**config.mk**
```make
export PLATFORM = sky130hd
export DESIGN_NAME = pc_fetch
export DESIGN_NICKNAME = d
export VERILOG_FILES = /design/src/rtl/pc_fetch.sv
export SDC_FILE = /design/constraint.sdc
export NUM_CORES = 1
export LEC_CHECK = 0
export ABC_CLOCK_PERIOD_IN_PS = 1400
export CORE_AREA = 2 2 58 60
export CTS_CLUSTER_SIZE = 14
export DETAILED_ROUTE_END_ITERATION = 10
export DIE_AREA = 0 0 60 62
export HOLD_SLACK_MARGIN = 0.12
export PLACE_DENSITY = 0.74
export REMOVE_ABC_BUFFERS = 1
export SETUP_SLACK_MARGIN = 0.2
export SYNTH_ARGS = -nofsm -noshare
export SYNTH_HDL_FRONTEND = slang
export SYNTH_SLANG_ARGS = --single-unit
```
**constraint.sdc**
```tcl
create_clock -name clk -period 1.4 [get_ports clk]
set_clock_uncertainty 0.05 [all_clocks]
set_input_delay 0.14 -clock clk [delete_from_list [all_inputs] [get_ports clk]]
set_output_delay 0.14 -clock clk [all_outputs]
set_load 0.05 [all_outputs]
```
**src/rtl/pc_fetch.sv**
```systemverilog
// pc_fetch: program counter and fetch stage in front of an asynchronous ROM.
//
// A two-phase FETCH/EXECUTE machine paces the stage. FETCH latches the ROM
// word at pc_addr, splits it into instr/oprnd, bumps the PC and pulses
// fetch_valid. EXECUTE optionally takes a jump (load/load_addr). Each
// instruction therefore costs two enabled cycles.
//
// Optional feature: define FETCH_HALT_EN to add a HALT state. A fetched word
// whose instr field is all ones parks the machine in HALT. Only reset leaves
// HALT. Without the macro, that opcode is treated like any other.
//
// Ports:
//   clk         rising-edge clock
//   reset       synchronous, active-high; overrides every other input
//   enable      run enable; low holds all state (fetch_valid drops)
//   load        jump request, honoured only in EXECUTE
//   load_addr   jump target
//   rom_data    combinational ROM read data at pc_addr
//   pc_addr     program counter / ROM address
//   instr       upper half of the latched word
//   oprnd       lower half of the latched word
//   phase       0 = FETCH, 1 = EXECUTE (and HALT)
//   fetch_valid one-cycle pulse after instr/oprnd update
module pc_fetch #(
  parameter int                ADDR_W     = 12,
  parameter int                DATA_W     = 8,
  parameter logic [ADDR_W-1:0] RESET_ADDR = '0
) (
  input  logic                clk,
  input  logic                reset,
  input  logic                enable,
  input  logic                load,
  input  logic [ADDR_W-1:0]   load_addr,
  input  logic [DATA_W-1:0]   rom_data,
  output logic [ADDR_W-1:0]   pc_addr,
  output logic [DATA_W/2-1:0] instr,
  output logic [DATA_W/2-1:0] oprnd,
  output logic                phase,
  output logic                fetch_valid
);

  localparam int H = DATA_W / 2;

  typedef enum logic [1:0] {
    FETCH   = 2'd0,
    EXECUTE = 2'd1
`ifdef FETCH_HALT_EN
    ,HALT   = 2'd2
`endif
  } state_t;

  state_t              state, state_nxt;
  logic [ADDR_W-1:0]   pc_nxt;
  logic [H-1:0]        instr_nxt, oprnd_nxt;
  logic                fv_nxt;

  always_ff @(posedge clk) begin
    if (reset) begin
      state       <= FETCH;
      pc_addr     <= RESET_ADDR;
      instr       <= '0;
      oprnd       <= '0;
      fetch_valid <= 1'b0;
    end else begin
      state       <= state_nxt;
      pc_addr     <= pc_nxt;
      instr       <= instr_nxt;
      oprnd       <= oprnd_nxt;
      fetch_valid <= fv_nxt;
    end
  end

  always_comb begin
    state_nxt = state;
    pc_nxt    = pc_addr;
    instr_nxt = instr;
    oprnd_nxt = oprnd;
    fv_nxt    = 1'b0;          // pulse only; cleared on every non-fetch edge
    if (enable) begin
      case (state)
        FETCH: begin
          instr_nxt = rom_data[DATA_W-1:H];
          oprnd_nxt = rom_data[H-1:0];
          pc_nxt    = pc_addr + {{(ADDR_W-1){1'b0}}, 1'b1};  // wraps mod 2^ADDR_W
          fv_nxt    = 1'b1;
          state_nxt = EXECUTE;
`ifdef FETCH_HALT_EN
          if (&rom_data[DATA_W-1:H]) state_nxt = HALT;
`endif
        end
        EXECUTE: begin
          if (load) pc_nxt = load_addr;
          state_nxt = FETCH;
        end
        default: begin
          // HALT (when present) holds everything; unreachable codes recover.
`ifdef FETCH_HALT_EN
          if (state != HALT) state_nxt = FETCH;
`else
          state_nxt = FETCH;
`endif
        end
      endcase
    end
  end

  // EXECUTE and HALT both report phase 1.
  assign phase = (state != FETCH);

endmodule

```
Word-level counts from Yosys, hierarchy flattened. Index checks and enable logic that the tools add are counted.

Register bits: 23. Input bits: 24. Output and inout bits: 22. Logic and storage cells: 19.

Add/subtract/negate cells: 1. Equal/unequal tests: 2. Muxes and demuxes: 4. Bitwise gates (word level): 1. Reductions and logical operators: 6.

Operators by type and width (number): one-hot mux 12 bit (2 select lines) (1); adder 12 x 1 -> 12 bit, second input constant (1); 2-to-1 mux 12 bit (1); nonzero test 2 bit (2); AND reduction 3 bit (1); equality test 2 x 1 -> 1 bit, second input constant (1); zero test 2 bit (1); 2-to-1 mux 1 bit (2); inequality test 2 bit, second input constant (1); AND reduction 2 bit (1); OR reduction 2 bit (1); inverter 1 bit (1).

Longest topological paths before layout.
Depth after elaboration: 3. Depth in mapped cells: 5. Depth with buffers taken out: 5.

Worst setup path after synthesis. OpenSTA, ideal clock, no wires.

Path type: reg2reg. Start point: register pc_addr[0]. End point: register pc_addr[10]. Setup time: 0.092 ns. Arrival: 1.654 ns. Data required time: 1.258 ns. Slack: -0.397 ns. Stages on the path, launching flop included: 6. Buffers on the path: 0. Clock period less this slack: 1.797 ns. Path through: dfxtp_1 ha_1 nand3_1 nand3b_1 xor2_1 o32ai_1.

Cells in the longest elaborated chain, start to end: 2.

Ends and longest elaborated chain: start, declared (line 35) `output logic [ADDR_W-1:0] pc_addr,`; start signal, assigned (line 66) `pc_addr <= pc_nxt;`; adder 12 x 1 -> 12 bit (line 84) `pc_nxt = pc_addr + {{(ADDR_W-1){1'b0}}, 1'b1};`; one-hot mux 12 bit (2 select lines) (line 80) `case (state)`.

Every way passes these cells. A chain may end at the register's enable or synchronous reset.

Worst setup path in the final report.
Start point: register pc_addr[3]. End point: register pc_addr[5].

The elaborated chain is that of the path after synthesis.

==> results.py <==
metrics = {
    "grt": {
        "via_count_of_the_first_global_routing_pass": 1216,
        "grt_overflow": 0,
        "antenna_found_initial": 0,
        "grt_pass1_wl_mm": 5.83,
        "groute.layer.met3.usage": 0.0311,
        "gr_layer_usage_met1": 0.280,
        "grt_most_used_layer": "met2",
        "grt_util_all_layers": 0.209,
        "grt_start_max_net_pins": 21,
        "globalRouteMet2Util": 0.343,
    },
    "finish": {
        "final_layout_size_suffix_gt1_frac": 0.382,
        "area_delta_synth_final_pct": 92.6,
        "layout.cells.most_common": "sky130_fd_sc_hd__nand2_1",
        "layoutNonFillerInstCount": 253,
        "design.final.nets": 233,
        "layout.cells.most_common_list": "sky130_fd_sc_hd__nand2_1 (27), sky130_fd_sc_hd__buf_12 (23), sky130_fd_sc_hd__clkdlybuf4s50_1 (22)",
        "number_of_diodes_added_for_antenna_fixing": 0,
    },
    "logic_synthesis": {
        "async_reset_ff_frac": 0,
        "synth.ff_latch_count": 22,
        "yosysTopAreaCellShare": 0.384,
        "yosys-top-cells-area": "sky130_fd_sc_hd__dfxtp_1 (38%), sky130_fd_sc_hd__nand2_1 (8.8%), sky130_fd_sc_hd__a21oi_1 (8.3%)",
        "synth_sequential_area_ratio": 0.384,
        "synth.yosys.warnings": 0,
        "netlist-cell-type-count": 38,
        "syn_inst": 140,
        "post-synth-top-area-cell": "sky130_fd_sc_hd__dfxtp_1",
        "mappedNetlistArea_um2": 1150,
        "yosys_most_used_dff": "sky130_fd_sc_hd__dfxtp_1",
        "synth_enable_flop_cells": 0,
        "post_synth.cell_area_avg_um2": 8.20,
    },
    "die": {
        "design.portCount": 46,
        "floorplan.initialDensity": 0.361,
        "die_area_um2": 3720,
        "die-width_um": 60,
        "floorplan.rows": 21,
        "fp.dieH_um": 62,
        "design.core.area_um2": 3180,
    },
    "timing": {
        "grt_setup_unrepaired": "yes",
        "setup_viol_count_final": 0,
        "max_freq_ghz": 0.765,
        "hold_violations": 0,
        "timing.final.max_slew_violations": 0,
        "maxSlewHeadroom": 0.735,
        "final.period_utilization": 0.933,
        "worst_slew_pin_slew_ns": 0.398,
        "final.min_clock_period_ns": 1.31,
        "pnr_worst_setup_slack_ns": 0.0935,
    },
    "route": {
        "detail_route.drc_violations": 0,
        "dr.first_iter.drc_count": 27,
        "route.antenna.remaining_nets": 0,
        "drt-pass1-iter-count": 5,
        "vias": 1352,
        "avgViaCountPerCell": 5.34,
        "wirelength_mm": 3.76,
        "average_wire_per_cell_in_the_routed_design_um": 14.9,
    },
    "run_status": {
        "run_status": "completed",
    },
    "worst_setup_path": {
        "start_kind": "flop",
        "critical_path.reg2reg.endpoint": "pc_addr[5]",
        "regToRegSetupSlack_ns": 0.09,
        "crit_chain": "and4_4 -> buf_4 -> nand4_1 -> a21oi_1 -> a2111oi_2",
        "top_family_by_delay_on_critical_path": "flip-flops",
        "timing.critical_path.buf_inv": 1,
        "end_kind": "flop",
        "critPathMaxStageDelay_ns": 0.38,
        "critical_path_peak_fanout": 5,
        "rr_startpoint": "pc_addr[3]",
        "worst-setup-path-type": "reg2reg",
        "cp_slowest_cell": "sky130_fd_sc_hd__dfxtp_2",
        "crit_required_ns": 1.56,
        "worst-r2r-cell-count": 5,
        "timing.critical_path.arrival_ns": 1.47,
    },
    "job": {
        "timing.max_cap.violations": 0,
    },
    "placement": {
        "number_of_instances_in_the_placed_design": 243,
        "placement.io_buffers": 45,
        "dpl_worst_slack_ns": -0.137,
        "place_congestion": 0.851,
        "place.detailed.hpwl_mm": 2.55,
    },
    "min_path": {
        "hold-path-cell-count": 3,
        "hp-start": "rom_data[1]",
        "hold-path-endpoint": "oprnd[1]",
        "holdCritPathClass": "in2reg",
    },
    "clocking": {
        "postCtsHoldBufs": 0,
        "clock_path_buffers": 2,
        "cts_buffers": 3,
        "cts_num_sinks": 22,
        "h-tree-depth": 1,
        "tritoncts": "yes",
        "clkLatencyLatePin_ns": 0.32,
        "ctsRootBufferMaster": "sky130_fd_sc_hd__clkbuf_4",
        "clk_transition_reported_paths_ns": 0.14,
    },
    "power": {
        "max-vdd-ir-drop_mv": 0.529,
        "power_per_cell_area_nw_per_um2": 829,
        "leakage_nw": 0.840,
    },
}
[worst max-delay path by stage]
stage | startpoint | to | cells after the start
CTS | pc_addr[0] | pc_addr[10] | 5
global placement | load | pc_addr[8] | 5
global route | pc_addr[0] | pc_addr[10] | 5
floorplan | pc_addr[0] | pc_addr[10] | 5
detailed placement | load | pc_addr[8] | 5
finish | pc_addr[3] | pc_addr[5] | 5
[report_power, final]
group	switching, mW	internal (mW)
clock network	0.215	0.289
registers	0.0425	0.665
logic	0.308	0.313
total	0.565	1.27
[per-stage QoR]
step,util,setup TNS (ns),hold slack [ns],cell area (um2),power (mW)
CTS,0.680,0,0.317,2160,1.80
global route,0.695,0,0.306,2210,1.90
detailed placement,0.628,-1.25,0.440,2000,1.29
floorplan,-,-6.72,0.159,1110,0.951
global placement,0.628,-0.522,0.431,2000,1.28
finish,0.695,0,0.317,2210,1.83
[state kept, by name, summed over array words and instances, names as in the netlist]
name	count
state	1
fetch_valid	1
pc_addr	12
instr	4
oprnd	4
[synthesized netlist by cell type (all sizes together) (2+ instances only)]
library cell  number
a211o              2
a21oi             19
a31oi              2
a32oi              3
and3               2
buf                7
dfxtp             22
mux2i              4
nand2             27
nand2b             2
nand3              7
nand3b             2
nand4              3
nor2               8
nor2b              3
nor3b              2
o21ai              3
o22ai              2
o32ai              3
xor2               4
[worst min-delay path, cell delays in order]
cell and delay [ns]:
sky130_fd_sc_hd__clkdlybuf4s50_1 0.39, sky130_fd_sc_hd__nand2_1 0.06, sky130_fd_sc_hd__a21oi_1 0.05
[layout make-up]
type,instances,area [um2]
sequential,22,459
multi-input combinational,109,731
clock inverter,1,30.0
fill,236,970
tap,46,57.6
inverter,1,6.26
clock buffer,3,22.5
timing repair buffer,71,903
[logic make-up (layout without fill, tap and decap cells)]
logic type	count (synthesis)	in the layout	synth area share
XOR/XNOR	4	4	0.0305
buffers and inverters	9	76	0.0382
AO/OA/AOI/OAI	40	40	0.244
AND/OR/NAND/NOR	59	59	0.248
flip-flops	22	22	0.384
multiplexers	5	5	0.0447
adder cells (fa/ha/maj)	1	1	0.0109
[routing by layer]
layer | share of wire | routed length [um]
met2 | 0.52 | 1940
met1 | 0.41 | 1550
met4 | 0.0075 | 28
met5 | 0 | 0
met3 | 0.063 | 238
[timing repair]
| action | in CTS | in global routing |
|---|---|---|
| resized for setup | 21 | 14 |
| endpoints found under the setup margin | 14 | 26 |
| setup buffers | 6 | 0 |
| pin swaps | 5 | 3 |
No activity file was read; power rests on OpenSTA's default activity.
